===== src/rtl/keypad_pkg.sv =====
// Shared definitions for the keypad password entry block: key codes,
// FSM state encoding and the default digit width.
package keypad_pkg;

  localparam int DIGIT_W_DEFAULT = 4;
  localparam int unsigned NUM_DIGITS = 4;

  localparam logic [3:0] KEY_BKSP = 4'hB;
  localparam logic [3:0] KEY_CLR  = 4'hC;
  localparam logic [3:0] KEY_ENT  = 4'hE;
  localparam logic [3:0] KEY_MAX_DIGIT = 4'h9;

  typedef enum logic [1:0] {
    ST_IDLE    = 2'd0,
    ST_COLLECT = 2'd1,
    ST_READY   = 2'd2
  } state_t;

endpackage


===== src/rtl/keypad_password_entry_if.sv =====
// Keypad / password bus between the keypad front end and the parking
// controller. master = keypad side driver, slave = the entry block.
interface keypad_password_entry_if #(
  parameter int DIGIT_W = 4
) ();

  logic               Fs;
  logic               key_valid;
  logic [DIGIT_W-1:0] key_code;
  logic [DIGIT_W-1:0] P4;
  logic [DIGIT_W-1:0] P3;
  logic [DIGIT_W-1:0] P2;
  logic [DIGIT_W-1:0] P1;
  logic               pw_valid;
  logic [2:0]         digit_cnt;
  logic               busy;
  logic               entry_err;
  logic               timeout;

  modport master (
    output Fs, key_valid, key_code,
    input  P4, P3, P2, P1, pw_valid, digit_cnt, busy, entry_err, timeout
  );

  modport slave (
    input  Fs, key_valid, key_code,
    output P4, P3, P2, P1, pw_valid, digit_cnt, busy, entry_err, timeout
  );

endinterface


===== src/rtl/keypad_password_entry_timer.sv =====
// Inactivity timer for the keypad entry: counts idle cycles while run is
// high, restarts on kick, and raises expire on the last idle cycle.
module keypad_inactivity_timer #(
  parameter int TO_W           = 16,
  parameter int TIMEOUT_CYCLES = 50000
) (
  input  logic clk,
  input  logic reset,
  input  logic run,
  input  logic kick,
  output logic expire
);

  localparam logic [TO_W-1:0] TO_LAST = TO_W'(TIMEOUT_CYCLES - 1);

  logic [TO_W-1:0] r_count;
  logic            w_expire;

  assign w_expire = run && !kick && (r_count == TO_LAST);
  assign expire   = w_expire;

  // Idle counter: held at zero when not running, restarted by a key or expiry.
  always_ff @(posedge clk) begin
    if (reset || !run || kick || w_expire) begin
      r_count <= '0;
    end else begin
      r_count <= r_count + 1'b1;
    end
  end

endmodule


===== src/rtl/keypad_password_entry.sv =====
// Keypad password entry: collects a 4-digit code while a car is at the
// front sensor and presents it on P4..P1 with pw_valid after ENTER.
// Optional inactivity timeout enabled by defining KEYPAD_TIMEOUT_EN.
module keypad_password_entry
  import keypad_pkg::*;
#(
  parameter int DIGIT_W        = DIGIT_W_DEFAULT,
  parameter int TO_W           = 16,
  parameter int TIMEOUT_CYCLES = 50000
) (
  input  logic                    clk,
  input  logic                    reset,
  keypad_password_entry_if.slave  bus
);

  state_t             r_state;
  state_t             w_next;

  logic [DIGIT_W-1:0] r_buf     [NUM_DIGITS];
  logic [DIGIT_W-1:0] w_buf_nxt [NUM_DIGITS];
  logic [DIGIT_W-1:0] r_p       [NUM_DIGITS];
  logic [2:0]         r_cnt;
  logic [2:0]         w_cnt_nxt;
  logic [2:0]         w_cnt_dec;
  logic               r_pw_valid;
  logic               r_busy;
  logic               r_err;
  logic               r_to;
  logic               w_pw_nxt;
  logic               w_err_nxt;
  logic               w_to_nxt;
  logic               w_expire;
  logic               w_is_digit;
  logic               w_full;

  assign w_is_digit = (bus.key_code <= DIGIT_W'(KEY_MAX_DIGIT));
  assign w_full     = (r_cnt == 3'd4);
  assign w_cnt_dec  = r_cnt - 3'd1;

`ifdef KEYPAD_TIMEOUT_EN
  keypad_inactivity_timer #(
    .TO_W           (TO_W),
    .TIMEOUT_CYCLES (TIMEOUT_CYCLES)
  ) u_timer (
    .clk    (clk),
    .reset  (reset),
    .run    (r_state == ST_COLLECT),
    .kick   (bus.key_valid),
    .expire (w_expire)
  );
`else
  assign w_expire = 1'b0;
`endif

  // State register.
  always_ff @(posedge clk) begin
    if (reset) begin
      r_state <= ST_IDLE;
    end else begin
      r_state <= w_next;
    end
  end

  // Next-state logic; losing the front sensor overrides every key.
  always_comb begin
    w_next = r_state;
    if (!bus.Fs) begin
      w_next = ST_IDLE;
    end else begin
      case (r_state)
        ST_IDLE:    w_next = ST_COLLECT;
        ST_COLLECT: if (bus.key_valid && bus.key_code == DIGIT_W'(KEY_ENT) && w_full)
                      w_next = ST_READY;
        ST_READY:   if (bus.key_valid && bus.key_code == DIGIT_W'(KEY_CLR))
                      w_next = ST_COLLECT;
        default:    w_next = ST_IDLE;
      endcase
    end
  end

  // Buffer, count and pulse next values for the current state and key.
  always_comb begin
    w_buf_nxt = r_buf;
    w_cnt_nxt = r_cnt;
    w_err_nxt = 1'b0;
    w_to_nxt  = 1'b0;
    if (!bus.Fs || r_state == ST_IDLE) begin
      for (int unsigned i = 0; i < NUM_DIGITS; i++) w_buf_nxt[i] = '0;
      w_cnt_nxt = '0;
    end else if (r_state == ST_COLLECT) begin
      if (w_expire) begin
        for (int unsigned i = 0; i < NUM_DIGITS; i++) w_buf_nxt[i] = '0;
        w_cnt_nxt = '0;
        w_to_nxt  = 1'b1;
      end else if (bus.key_valid) begin
        if (w_is_digit) begin
          if (!w_full) begin
            w_buf_nxt[r_cnt[1:0]] = bus.key_code;
            w_cnt_nxt             = r_cnt + 3'd1;
          end
        end else if (bus.key_code == DIGIT_W'(KEY_BKSP)) begin
          if (r_cnt != 3'd0) begin
            w_buf_nxt[w_cnt_dec[1:0]] = '0;
            w_cnt_nxt                 = w_cnt_dec;
          end
        end else if (bus.key_code == DIGIT_W'(KEY_CLR)) begin
          for (int unsigned i = 0; i < NUM_DIGITS; i++) w_buf_nxt[i] = '0;
          w_cnt_nxt = '0;
        end else if (bus.key_code == DIGIT_W'(KEY_ENT)) begin
          w_err_nxt = !w_full;
        end
      end
    end else if (r_state == ST_READY) begin
      if (bus.key_valid && bus.key_code == DIGIT_W'(KEY_CLR)) begin
        for (int unsigned i = 0; i < NUM_DIGITS; i++) w_buf_nxt[i] = '0;
        w_cnt_nxt = '0;
      end
    end
  end

  // The password is presented only while READY persists, so pw_valid
  // trails the ENTER key by one register stage and drops on leaving READY.
  assign w_pw_nxt = (r_state == ST_READY) && (w_next == ST_READY);

  // Buffer and output registers.
  always_ff @(posedge clk) begin
    if (reset) begin
      for (int unsigned i = 0; i < NUM_DIGITS; i++) begin
        r_buf[i] <= '0;
        r_p[i]   <= '0;
      end
      r_cnt      <= '0;
      r_pw_valid <= 1'b0;
      r_busy     <= 1'b0;
      r_err      <= 1'b0;
      r_to       <= 1'b0;
    end else begin
      for (int unsigned i = 0; i < NUM_DIGITS; i++) begin
        r_buf[i] <= w_buf_nxt[i];
        r_p[i]   <= w_pw_nxt ? r_buf[i] : '0;
      end
      r_cnt      <= w_cnt_nxt;
      r_pw_valid <= w_pw_nxt;
      r_busy     <= (w_next != ST_IDLE);
      r_err      <= w_err_nxt;
      r_to       <= w_to_nxt;
    end
  end

  assign bus.P4        = r_p[0];
  assign bus.P3        = r_p[1];
  assign bus.P2        = r_p[2];
  assign bus.P1        = r_p[3];
  assign bus.pw_valid  = r_pw_valid;
  assign bus.digit_cnt = r_cnt;
  assign bus.busy      = r_busy;
  assign bus.entry_err = r_err;
  assign bus.timeout   = r_to;

endmodule


===== src/flat_wrapper.sv =====
// flat-port wrapper written by rule: the top's interface ports become plain ports
module keypad_password_entry_flat import keypad_pkg::*;
#(
  parameter int DIGIT_W        = DIGIT_W_DEFAULT,
  parameter int TO_W           = 16,
  parameter int TIMEOUT_CYCLES = 50000
)
  (clk, reset, bus_Fs, bus_key_valid, bus_key_code, bus_P4, bus_P3, bus_P2, bus_P1, bus_pw_valid, bus_digit_cnt, bus_busy, bus_entry_err, bus_timeout);
  keypad_password_entry_if #(.DIGIT_W(DIGIT_W)) bus_i ();
  input  logic clk;
  input  logic reset;
  input wire logic [$bits(bus_i.Fs)-1:0] bus_Fs;
  input wire logic [$bits(bus_i.key_valid)-1:0] bus_key_valid;
  input wire logic [$bits(bus_i.key_code)-1:0] bus_key_code;
  output wire logic [$bits(bus_i.P4)-1:0] bus_P4;
  output wire logic [$bits(bus_i.P3)-1:0] bus_P3;
  output wire logic [$bits(bus_i.P2)-1:0] bus_P2;
  output wire logic [$bits(bus_i.P1)-1:0] bus_P1;
  output wire logic [$bits(bus_i.pw_valid)-1:0] bus_pw_valid;
  output wire logic [$bits(bus_i.digit_cnt)-1:0] bus_digit_cnt;
  output wire logic [$bits(bus_i.busy)-1:0] bus_busy;
  output wire logic [$bits(bus_i.entry_err)-1:0] bus_entry_err;
  output wire logic [$bits(bus_i.timeout)-1:0] bus_timeout;
  assign bus_i.Fs = bus_Fs;
  assign bus_i.key_valid = bus_key_valid;
  assign bus_i.key_code = bus_key_code;
  assign bus_P4 = bus_i.P4;
  assign bus_P3 = bus_i.P3;
  assign bus_P2 = bus_i.P2;
  assign bus_P1 = bus_i.P1;
  assign bus_pw_valid = bus_i.pw_valid;
  assign bus_digit_cnt = bus_i.digit_cnt;
  assign bus_busy = bus_i.busy;
  assign bus_entry_err = bus_i.entry_err;
  assign bus_timeout = bus_i.timeout;
  keypad_password_entry #(.DIGIT_W(DIGIT_W), .TO_W(TO_W), .TIMEOUT_CYCLES(TIMEOUT_CYCLES)) u_core (.clk(clk), .reset(reset), .bus(bus_i));
endmodule

===== config.mk =====
export PLATFORM = sky130hd
export DESIGN_NAME = keypad_password_entry_flat
export DESIGN_NICKNAME = d
export VERILOG_FILES = /design/src/rtl/keypad_pkg.sv /design/src/rtl/keypad_password_entry_if.sv /design/src/rtl/keypad_password_entry_timer.sv /design/src/rtl/keypad_password_entry.sv /design/src/flat_wrapper.sv
export SDC_FILE = /design/constraint.sdc
export NUM_CORES = 1
export LEC_CHECK = 0
export BUFFER_PORTS_ARGS = -buffer_cell sky130_fd_sc_hd__clkbuf_2
export CORE_MARGIN = 3
export CORE_UTILIZATION = 45
export DETAILED_ROUTE_END_ITERATION = 12
export PLACE_DENSITY = 0.76
export SYNTH_ARGS = -nofsm -noshare
export SYNTH_HDL_FRONTEND = slang
export SYNTH_SLANG_ARGS = --single-unit

===== constraint.sdc =====
create_clock -name clk -period 2 [get_ports clk]
set_input_delay 0.1 -clock clk [delete_from_list [all_inputs] [get_ports clk]]
set_output_delay 0.1 -clock clk [all_outputs]
set_load 0.1 [all_outputs]

# [Word level (Yosys, flattened, before mapping)]
# Memories as Yosys holds them, arrays and structs flattened.
# Cells that the tools add are included.
[totals] inputBits=8 n_memories=1 reg_bits=24 output_inout_bits=23 wordCells=94 mem_bits_rw=16
[classes] n_reduce_logical=17 bitwise_logic=11 n_eq_ne=11 mux=38 add_sub_neg=2 magnitude_cmp=5
[memory_table] memory="u_core.r_p" depth=4 word_bits=4 read_ports=4 rd_clocked_by_memory_dff=0 write_ports=4 line_no="keypad_password_entry.sv:21" rtl="logic [DIGIT_W-1:0] r_p [NUM_DIGITS];"
[ops] op="16-bit 2-to-1 mux" count=9
[ops] op="4-bit 2-to-1 mux" count=10
[ops] op="3-bit 2-to-1 mux" count=9
[ops] op="16-bit bitwise AND" count=1
[ops] op="16-bit bitwise mux" count=1
[ops] op="4-bit demux with 2-bit select" count=2
[ops] op="16-bit inverter" count=1
[ops] op="4-bit equality test, second input constant" count=3
[ops] op="8-bit OR reduction" count=1
[ops] op="3-bit >= comparator, second input constant" count=2
[ops] op="1-bit logical AND" count=6
[ops] op="3-bit by 1-bit < comparator with 1-bit output, second input constant" count=2
[ops] op="2-bit 2-to-1 mux" count=3
[ops] op="2-bit inverter with 3-bit output" count=2
[ops] op="2-bit one-hot mux with 3 select lines" count=1
[ops] op="6-bit AND reduction" count=1
[ops] op="2-bit nonzero test" count=3
[ops] op="2-bit equality test, second input constant" count=2
[ops] op="4-bit less-or-equal comparator, second input constant" count=1
[ops] op="4-bit by 2-bit != test with 1-bit output, second input constant" count=1
[ops] op="4-bit by 3-bit != test with 1-bit output, second input constant" count=1
[ops] op="1-bit bitwise OR" count=4
[ops] op="3-bit by 1-bit adder with 3-bit output, second input constant" count=1
[ops] op="3-bit equality test, second input constant" count=1
[ops] op="11 further kinds" count=16

# [Logic depth before layout (Yosys ltp)]
# Gate-level depths: netlist of run 1.
[logic_depth] ltp_word=13 depth_mapped=8 ltp_nobuf=7

# [Worst setup path after synthesis of run 1]
# Ideal clock, no wire load.
[synth_path] kind="register -> register" from="reg u_core.r_cnt[0] (netlist: u_core.bus.digit_cnt[0])" to="reg u_core.r_buf[10] (netlist bit)" required_time_ns=1.883 path_stages_with_launch=8 period_less_slack_ns=2.680 setup_slack_ns=-0.680 t_arrival_ns=2.563 cell_sequence="dfxtp_1 > inv_1 > ha_1 > nand2_1 > mux2i_1 > o32a_1 > or3_4 > a32o_1"
[synth_via] elab_chain_len=13
[synth_lines] item="start, declared" line_no="keypad_password_entry.sv:22" rtl="logic [2:0] r_cnt;"
[synth_lines] item="start signal, assigned" line_no="keypad_password_entry.sv:142" rtl="r_cnt <= w_cnt_nxt;"
[synth_lines] item="3-bit by 1-bit subtractor with 3-bit output" line_no="keypad_password_entry.sv:38" rtl="assign w_cnt_dec = r_cnt - 3'd1;"
[synth_lines] item="2-bit inverter with 3-bit output (implied by the code)" line_no="keypad_password_entry.sv:103" rtl="w_buf_nxt[w_cnt_dec[1:0]] = '0;"
[synth_lines] item="3-bit >= comparator (implied by the code) / 3-bit by 1-bit < comparator with 1-bit output (equally long branches)" line_no="keypad_password_entry.sv:103"
[synth_lines] item="1-bit logical AND (implied by the code)" line_no="keypad_password_entry.sv:103"
[synth_lines] item="4-bit 2-to-1 mux (implied by the code)" line_no="keypad_password_entry.sv:103"
[synth_lines] item="4-bit demux with 2-bit select" line_no="keypad_password_entry.sv:103"
[synth_lines] item="16-bit inverter (no source line)"
[synth_lines] item="16-bit bitwise AND (no source line)"
[synth_lines] item="16-bit 2-to-1 mux" line_no="keypad_password_entry.sv:102" rtl="if (r_cnt != 3'd0) begin"
[synth_lines] item="16-bit 2-to-1 mux" line_no="keypad_password_entry.sv:101" rtl="end else if (bus.key_code == DIGIT_W'(KEY_BKSP)) begin"
[synth_lines] item="16-bit 2-to-1 mux" line_no="keypad_password_entry.sv:96" rtl="if (w_is_digit) begin"
[synth_lines] item="16-bit 2-to-1 mux" line_no="keypad_password_entry.sv:95" rtl="end else if (bus.key_valid) begin"
[synth_lines] item="16-bit 2-to-1 mux" line_no="keypad_password_entry.sv:90" rtl="end else if (r_state == ST_COLLECT) begin"
[synth_lines] item="end signal, assigned by index" line_no="keypad_password_entry.sv:139" rtl="r_buf[i] <= w_buf_nxt[i];"
[synth_lines] item="end, declared" line_no="keypad_password_entry.sv:19" rtl="logic [DIGIT_W-1:0] r_buf [NUM_DIGITS];"
# Parallel ways exist; a longest one is shown, timed or not. The select of a mux whose other input is x is not followed.
# A chain may end at the register's enable or synchronous reset.

# [Final worst setup path of run 1]
[layout_path] from="reg u_core.r_cnt[0] (netlist: u_core.bus.digit_cnt[0])" to="reg u_core.r_buf[0] (netlist bit)"
# Same word-level chain as after synthesis.

==> flow_summary.toml, run 1 <==
[logic_synthesis]
synth_edf_count = 0
synth_ff_type = "dfxtp_1"
synth.area.top_cells = "dfxtp_1 49%, and2_1 7.6%, a32o_1 7.3%"
yosysSeqAreaShare_pct = 48.9
syn-cell-area_sq_um = 1640
synth.most_common_cell = "dfxtp_1"
synth_top_area_cell = "dfxtp_1"
syn_avg_cell_area_sq_um = 9.68
yosys_warnings = 0
ys_ff_latch = 40
synth_nets = 182
synthTopCellsByCount = "40 x dfxtp_1, 20 x and2_1, 19 x nand2_1"
synthArstFlopShare_pct = 0
syn_inst = 169
netlist-cell-type-count = 40
synth_top_area_share_pct = 48.9

[route]
remaining_drc_errors = 0
first_pass_iters = 4
drtAntennaViolNets = 0
wl_per_cell_microns = 13.2
vias = 1397
drt_wl_total_microns = 3350
vias_per_cell = 5.50
drt_iter0_markers = 66

[clocking]
numCtsBuffers = 5
root_buffer = "clkbuf_4"
h-tree-depth = 2
hold_buffers = 0
cts.sinks = 40
clkSlewWorstSetupHoldPaths_ps = 120
clkLatencyLatePin_ps = 340
cts_tree = "done"
cts_buffer_depth = 2

[layout]
final_cell_area_sq_um = 2000
fin_nets = 220
final_core_util_pct = 58.6
drive_above_1_share_pct = 29.3
area.growth.synth_to_final_pct = 22.4
antenna_cells = 0
num-fill-cells = 301

[pwr]
p_total_mw = 1.43
ir_drop_mv = 0.311
powerDensity_nw_per_um2 = 714
p_leak_nw = 0.803

[timing]
worst_pin_slew_ps = 650
tns_ps = 0
finalSetupViolCount = 0
slew_headroom_pct = 56.5
rsz0062_at_grt = "no"
fin_crit_sh_pct = 94.6
skew_ps = 10.2
fmax_mhz = 529
finalCriticalPeriod_ps = 1890
drv_slew = 0
hold_viol_final = 0

[critical_path]
crit_family = "compound AO/OA/AOI/OAI gates"
slowest_stage = "dfxtp_4"
cp.required_ps = 2240
path_buf_inv = 2
end_kind = "register"
critPathKind = "register to register"
cp_data_arrival_time_ps = 2130
cp_max_fo = 6
crit_chain = "inv_2 -> ha_4 -> nand2_1 -> mux2i_2 -> buf_4 -> o32ai_2 -> nand3_1 -> a32o_1"
worstSetupStartpointType = "register"
max_stage_delay_ps = 390

[placement]
place_hpwl_microns = 2460
io_buffer_count = 29
dpl_cell_area_sq_um = 1870
gp_congestion = 0.907

[die]
start_util_pct = 47.9
fp.dieH_microns = 66.3
rows = 21
die-width_microns = 66.3
io_pins = 31
core_sq_um = 3420
die_area_sq_um = 4400

[global_routing]
grt_pass1_vias = 1211
gr-total-overflow = 0
antenna_found_initial = 0
grt_use_total_pct = 15.8
grt_max_degree = 23
grt_pass1_wl_microns = 5280

[run]
maxCapViolations = 0

[run_status]
status = "completed"

[hold_path]
hold_path_class = "input port to register"
## per-layer routing
metal | wire, microns | part of all wire, % | track usage, % | vias to the layer above
met5 | 0 | 0 | 0 | -
met4 | 72 | 2.2 | 7.61 | 0
met3 | 224 | 6.7 | 4.59 | 9
li1 | - | - | - | 693
met1 | 1460 | 44 | 18.8 | 638
met2 | 1590 | 48 | 25.9 | 57
## layout make-up
type                       instances  area (sq um)  share of cell area, %
clock buffer                       8          90.1                   4.50
inverter                           3          11.3                  0.562
multi-input combinational        119           820                   40.9
sequential                        40           812                   40.5
tap                               46          57.6                   2.87
timing repair buffer              38           213                   10.6
## placed cells by master, fill, tap and decap left out, drive strengths merged, types with 3 or more instances in the layout
cell    count
and2       20
nand2      19
nand3       6
or3         4
dfxtp      40
clkbuf     37
buf         9
nand2b      3
a32o       12
nor3        6
o22ai       4
nor2        8
inv         3
ha          5
o21ai       4
## per-stage QoR
stage / hold slack [ps] / worst slack, ps / instances
finish: 23.5 / 108 / 254
global route: 22.9 / 15.3 / 254
CTS: 17.9 / 38.9 / 253
detailed placement: 388 / 84.6 / 245
global placement: 392 / 140 / 245
floorplan: 268 / 14.3 / 169
## path summary, 6_finish.rpt
kind | startpoint | to | slack [ps] | depth (start not counted)
max | u_core.bus.digit_cnt[0] | u_core.r_buf[0] | 110 | 8
min | reset | u_core.r_state[0] | 20 | 4
min reg2reg | u_core.r_buf[0] | u_core.r_p[3][0] | 460 | 1
max reg2reg | u_core.bus.digit_cnt[0] | u_core.r_buf[0] | 110 | 8
## where the power goes
part | switching [mW] | total, mW | internal, mW
sequential | 0.00242 | 0.799 | 0.796
clock | 0.252 | 0.533 | 0.282
combinational | 0.0675 | 0.0985 | 0.0309
## kinds of logic (layout without fill, tap and decap cells)
| group | after synthesis | after routing | share of synthesized area (%) |
|---|---|---|---|
| multiplexers | 1 | 1 | 0.612 |
| AO/OA/AOI/OAI | 37 | 37 | 18.4 |
| AND/OR/NAND/NOR | 75 | 75 | 24.9 |
| buffers and inverters | 10 | 49 | 3.06 |
| other | 1 | 1 | 0.229 |
| adder cells (fa/ha/maj) | 5 | 5 | 3.82 |
| flip-flops | 40 | 40 | 48.9 |
## sequential cells by signal, indices dropped and copies added, names as in the netlist
| register | flops |
|---|---|
| u_core.r_p | 16 |
| u_core.r_buf | 16 |
| u_core.bus.pw_valid | 1 |
| u_core.r_state | 2 |
| u_core.bus.entry_err | 1 |
| u_core.bus.busy | 1 |
| u_core.bus.digit_cnt | 3 |
## timing repair
action,in CTS,in global routing
endpoints found under the setup margin,0,14
buffers inserted,0,1
resized for setup,0,6
## worst register-to-register path: cells and delay by family (launching register included)
family / cells / cell delay [ps]
adders and majority gates: 1 / 180
and+or+nand+nor: 2 / 390
buffers and inverters: 2 / 200
AOI/OAI and AO/OA: 2 / 510
DFF: 1 / 390
muxes: 1 / 100
Note: power is estimated with default switching activity, not from simulation.
==> run 2: changes to the inputs <==
--- a/config.mk
+++ b/config.mk
@@ -6,10 +6,12 @@
 export NUM_CORES = 1
 export LEC_CHECK = 0
 export BUFFER_PORTS_ARGS = -buffer_cell sky130_fd_sc_hd__clkbuf_2
+export CORE_ASPECT_RATIO = 0.8
 export CORE_MARGIN = 3
 export CORE_UTILIZATION = 45
 export DETAILED_ROUTE_END_ITERATION = 12
 export PLACE_DENSITY = 0.76
+export SKIP_CTS_REPAIR_TIMING = 1
 export SYNTH_ARGS = -nofsm -noshare
 export SYNTH_HDL_FRONTEND = slang
 export SYNTH_SLANG_ARGS = --single-unit
==> run 2 against run 1 <==
Die area increased by 0.11%; worst setup slack got worse by 45 ps; highest routed layer unchanged; first-iteration DRC count increased by 26%; cell count decreased by 2.4%; sequential cell count unchanged; sequential share of layout area decreased by 0.55 points; worst hold slack improved by 63 ps; register-to-register slack got worse by 50 ps; power increased by 8.4%.
==> flow_summary.toml, run 2 (same netlist as run 1, synthesis figures left out) <==
[layout]
final_core_util_pct = 61.6
layout_common_cells = "37 x dfxtp_1, 29 x clkbuf_2, 20 x and2_1"
fin_nets = 220
area.growth.synth_to_final_pct = 23.7
drive_above_1_share_pct = 28.8
final_cells = 248
num-fill-cells = 278
antenna_cells = 0
layout_commonest_cell = "dfxtp_1"

[placement]
dp_cells = 239
place_hpwl_microns = 2690
io_buffer_count = 29
gp_congestion = 0.957

[critical_path]
worstSetupStartpointType = "register"
end_kind = "register"
critPathKind = "register to register"
cp_data_arrival_time_ps = 2160
cp_max_fo = 10
cp.required_ps = 2230

[clocking]
cts_buffer_depth = 2
numCtsBuffers = 5
root_buffer = "clkbuf_8"
cts_tree = "done"
h-tree-depth = 2
clkLatencyLatePin_ps = 300
clkSlewWorstSetupHoldPaths_ps = 80
cts.sinks = 40

[die]
die_area_sq_um = 4400
die-width_microns = 73.4
io_pins = 31
start_util_pct = 49.8
core_sq_um = 3290
rows = 18
fp.dieH_microns = 59.9

[route]
first_pass_iters = 4
vias_per_cell = 5.94
vias = 1472
drt_iter0_markers = 83
drtAntennaViolNets = 0
drt_wl_total_microns = 4020
wl_per_cell_microns = 16.2
remaining_drc_errors = 0

[pwr]
powerDensity_nw_per_um2 = 766
p_leak_nw = 0.813
p_total_mw = 1.55
ir_drop_mv = 0.374

[global_routing]
antenna_found_initial = 0
grt_pass1_vias = 1311
grt_use_total_pct = 18.5
grt_pass1_wl_microns = 6090
gr-total-overflow = 0
grt_max_degree = 23

[hold_path]
hold_path_class = "input port to register"

[timing]
drv_slew = 0
slew_headroom_pct = 63.5
tns_ps = 0
finalCriticalPeriod_ps = 1940
skew_ps = 3.68
finalSetupViolCount = 0
hold_viol_final = 0
holdWs_ps = 86.7
fmax_mhz = 516
worst_pin_slew_ps = 550
fin_crit_sh_pct = 96.8

[run]
maxCapViolations = 0

[run_status]
status = "completed"
[run 2: per-layer routing]
metal | up-vias | track usage (%) | routed length [microns]
met4 | 0 | 9.56 | 72
met3 | 8 | 5.55 | 364
met1 | 691 | 23.9 | 1740
li1 | 693 | - | -
met5 | - | 0 | 0
met2 | 80 | 27.9 | 1840
[run 2: area by class of cell]
class	count	area, sq um	share of cell area, %
clock buffers	7	108	5.32
clock inverters	1	8.76	0.433
inverters	3	11.3	0.556
multi-input cells	119	825	40.7
flip-flops and latches	40	810	40.0
well taps	40	50.0	2.47
repair buffers	38	213	10.5
[run 2: final timing paths]
path                            cells past startpoint               from           endpoint  slack, ps
worst max-delay path                                6  u_core.r_state[0]   u_core.r_buf[14]         60
worst min-delay path                                4              reset  u_core.r_state[0]         90
worst max register to register                      6  u_core.r_state[0]   u_core.r_buf[14]         60
worst min register to register                      1   u_core.r_buf[14]   u_core.r_p[0][2]        460
[run 2: critical path, cell delays in order, from the launching register on]
cell and delay [ps]:
dfxtp_1 450, and2b_1 240, o211ai_1 210, o32a_1 240, buf_4 180, or3_1 380
o22ai_1 160
[run 2: per-stage QoR]
| step | instance area, sq um | setup slack [ps] |
|---|---|---|
| floorplan | 1650 | 14.3 |
| global placement | 1860 | 171 |
| detailed placement | 1860 | 87.5 |
| CTS | 1980 | 54.5 |
| global route | 2020 | -17.9 |
| finish | 2020 | 63.3 |
[run 2: power breakdown]
part           leakage (nW)  total, mW  switching [mW]  internal (mW)
Combinational         0.429      0.102          0.0721         0.0298
Clock                0.0596      0.651           0.293          0.358
Sequential            0.325      0.798         0.00249          0.795
Total                 0.813       1.55           0.368           1.18
==> run 3: changes to the inputs <==
--- a/config.mk
+++ b/config.mk
@@ -10,7 +10,7 @@
 export CORE_MARGIN = 3
 export CORE_UTILIZATION = 45
 export DETAILED_ROUTE_END_ITERATION = 12
-export PLACE_DENSITY = 0.76
+export PLACE_DENSITY_LB_ADDON = 0.3
 export SKIP_CTS_REPAIR_TIMING = 1
 export SYNTH_ARGS = -nofsm -noshare
 export SYNTH_HDL_FRONTEND = slang
==> run 3 against run 2 <==
Register-to-register slack improved by 60 ps; core utilization increased by 0.15 points; power increased by 3.5%; final area increased by 0.25%; sequential power about the same; routed wire length decreased by 12%; global-route usage decreased by 0.25 points; maximum frequency increased by 3.4%; worst setup slack improved by 64 ps; clock skew increased by 4.9 ps.
==> flow_summary.toml, run 3 (same netlist as run 1, synthesis figures left out) <==
[layout]
ff_latch_area_sq_um = 812
fin_nets = 219
multi_input_area_sq_um = 825
final_cell_area_sq_um = 2030
drive_above_1_share_pct = 29.5
layout_common_cells = "35 x dfxtp_1, 29 x clkbuf_2, 20 x and2_1"
num-fill-cells = 282
layout_commonest_cell = "dfxtp_1"
final_core_util_pct = 61.7
area.growth.synth_to_final_pct = 24.0
antenna_cells = 0

[critical_path]
critPathKind = "register to register"
slowest_stage = "or3_1"
cp_max_fo = 10
rr_startpoint = "u_core.r_state[1]"
end_kind = "register"
cp_data_arrival_time_ps = 2090
path_buf_inv = 1
critPathLaunch = "u_core.r_state[1]"
max_stage_delay_ps = 380
cp.required_ps = 2220
crit_family = "simple AND/OR/NAND/NOR gates"
crit_chain = "and2b_1 -> nor2_1 -> o32a_1 -> buf_4 -> or3_1 -> o22ai_1"
worstSetupStartpointType = "register"

[run]
maxCapViolations = 0

[run_status]
status = "completed"

[die]
core_sq_um = 3290
fp.dieH_microns = 59.9
rows = 18
io_pins = 31
die_area_sq_um = 4400
die-width_microns = 73.4
start_util_pct = 49.8

[hold_path]
worstHoldStart = "reset"
hold_path_class = "input port to register"

[timing]
fmax_mhz = 534
slew_headroom_pct = 63.8
finalSetupViolCount = 0
skew_ps = 8.55
layout_setup_ws_ps = 127
fin_crit_sh_pct = 93.7
worst_pin_slew_ps = 545
finalCriticalPeriod_ps = 1870
hold_viol_final = 0
tns_ps = 0
rsz0062_at_grt = "no"
drv_slew = 0

[pwr]
ir_drop_mv = 0.402
p_total_mw = 1.60
powerDensity_nw_per_um2 = 790
p_leak_nw = 0.813

[placement]
dpl_worst_slack_ps = 107
io_buffer_count = 29
dpl_cell_area_sq_um = 1860
place_hpwl_microns = 2620
gp_congestion = 0.879

[route]
first_pass_iters = 4
vias_per_cell = 5.67
drt_wl_total_microns = 3530
drt_iter0_markers = 96
wl_per_cell_microns = 14.3
drtAntennaViolNets = 0
remaining_drc_errors = 0
vias = 1400

[clocking]
cts.sinks = 40
root_buffer = "clkbuf_8"
clkLatencyLatePin_ps = 290
cts_buffer_depth = 2
cts_tree = "done"
clkSlewWorstSetupHoldPaths_ps = 80
h-tree-depth = 2
numCtsBuffers = 5

[global_routing]
grt_use_total_pct = 18.2
grt_pass1_vias = 1301
grt_pass1_wl_microns = 6040
grt_max_degree = 23
gr-total-overflow = 0
antenna_found_initial = 0
run 3: cell count changes in the layout (fill, tap and decap cells not counted):
cell / delta
nor3_2: +1
nand3_1: +1
nor3_1: -1
dfxtp_2: +2
nand3_2: -1
dfxtp_1: -2
clkbuf_8: +1
clkbuf_16: -1
buf_4: -1
clkinv_4: -1
bufinv_16: +1
run 3: cell type report:
class                           count  share of cell area (%)
Sequential cell                    40                    40.0
Tap cell                           40                    2.47
Clock inverter                      1                    1.48
Clock buffer                        7                    4.75
Timing Repair Buffer               37                    10.1
Inverter                            3                   0.555
Multi-Input combinational cell    119                    40.6
run 3: worst paths after layout:
path,end,slack (ps),cells after the start
max,u_core.r_buf[12],130,6
min reg2reg,u_core.r_p[2][2],460,1
max reg2reg,u_core.r_buf[12],130,6
min,u_core.r_state[0],70,4
run 3: layer usage:
layer  track usage [%]  share of wire (%)
met4              9.30                2.0
met1              22.8                 46
met3              4.54                8.0
met2              29.2                 44
met5                 0                  0
run 3: where the power goes:
| group | internal (mW) | switching, mW | total [mW] |
|---|---|---|---|
| clock network | 0.440 | 0.270 | 0.709 |
| logic | 0.0283 | 0.0681 | 0.0964 |
| registers | 0.796 | 0.00238 | 0.798 |
| total | 1.26 | 0.340 | 1.60 |
run 3: tightest hold or removal path, cell delays in order:
cell	delay, ps
clkbuf_2	80
nor2b_1	60
nand2_1	60
a21oi_1	30
run 3: per-stage QoR:
stage,hold slack [ps],cells
final,72.9,247
after global placement,387,239
after floorplan,268,169
after detailed placement,391,239
after CTS,73.5,247
after global routing,103,247
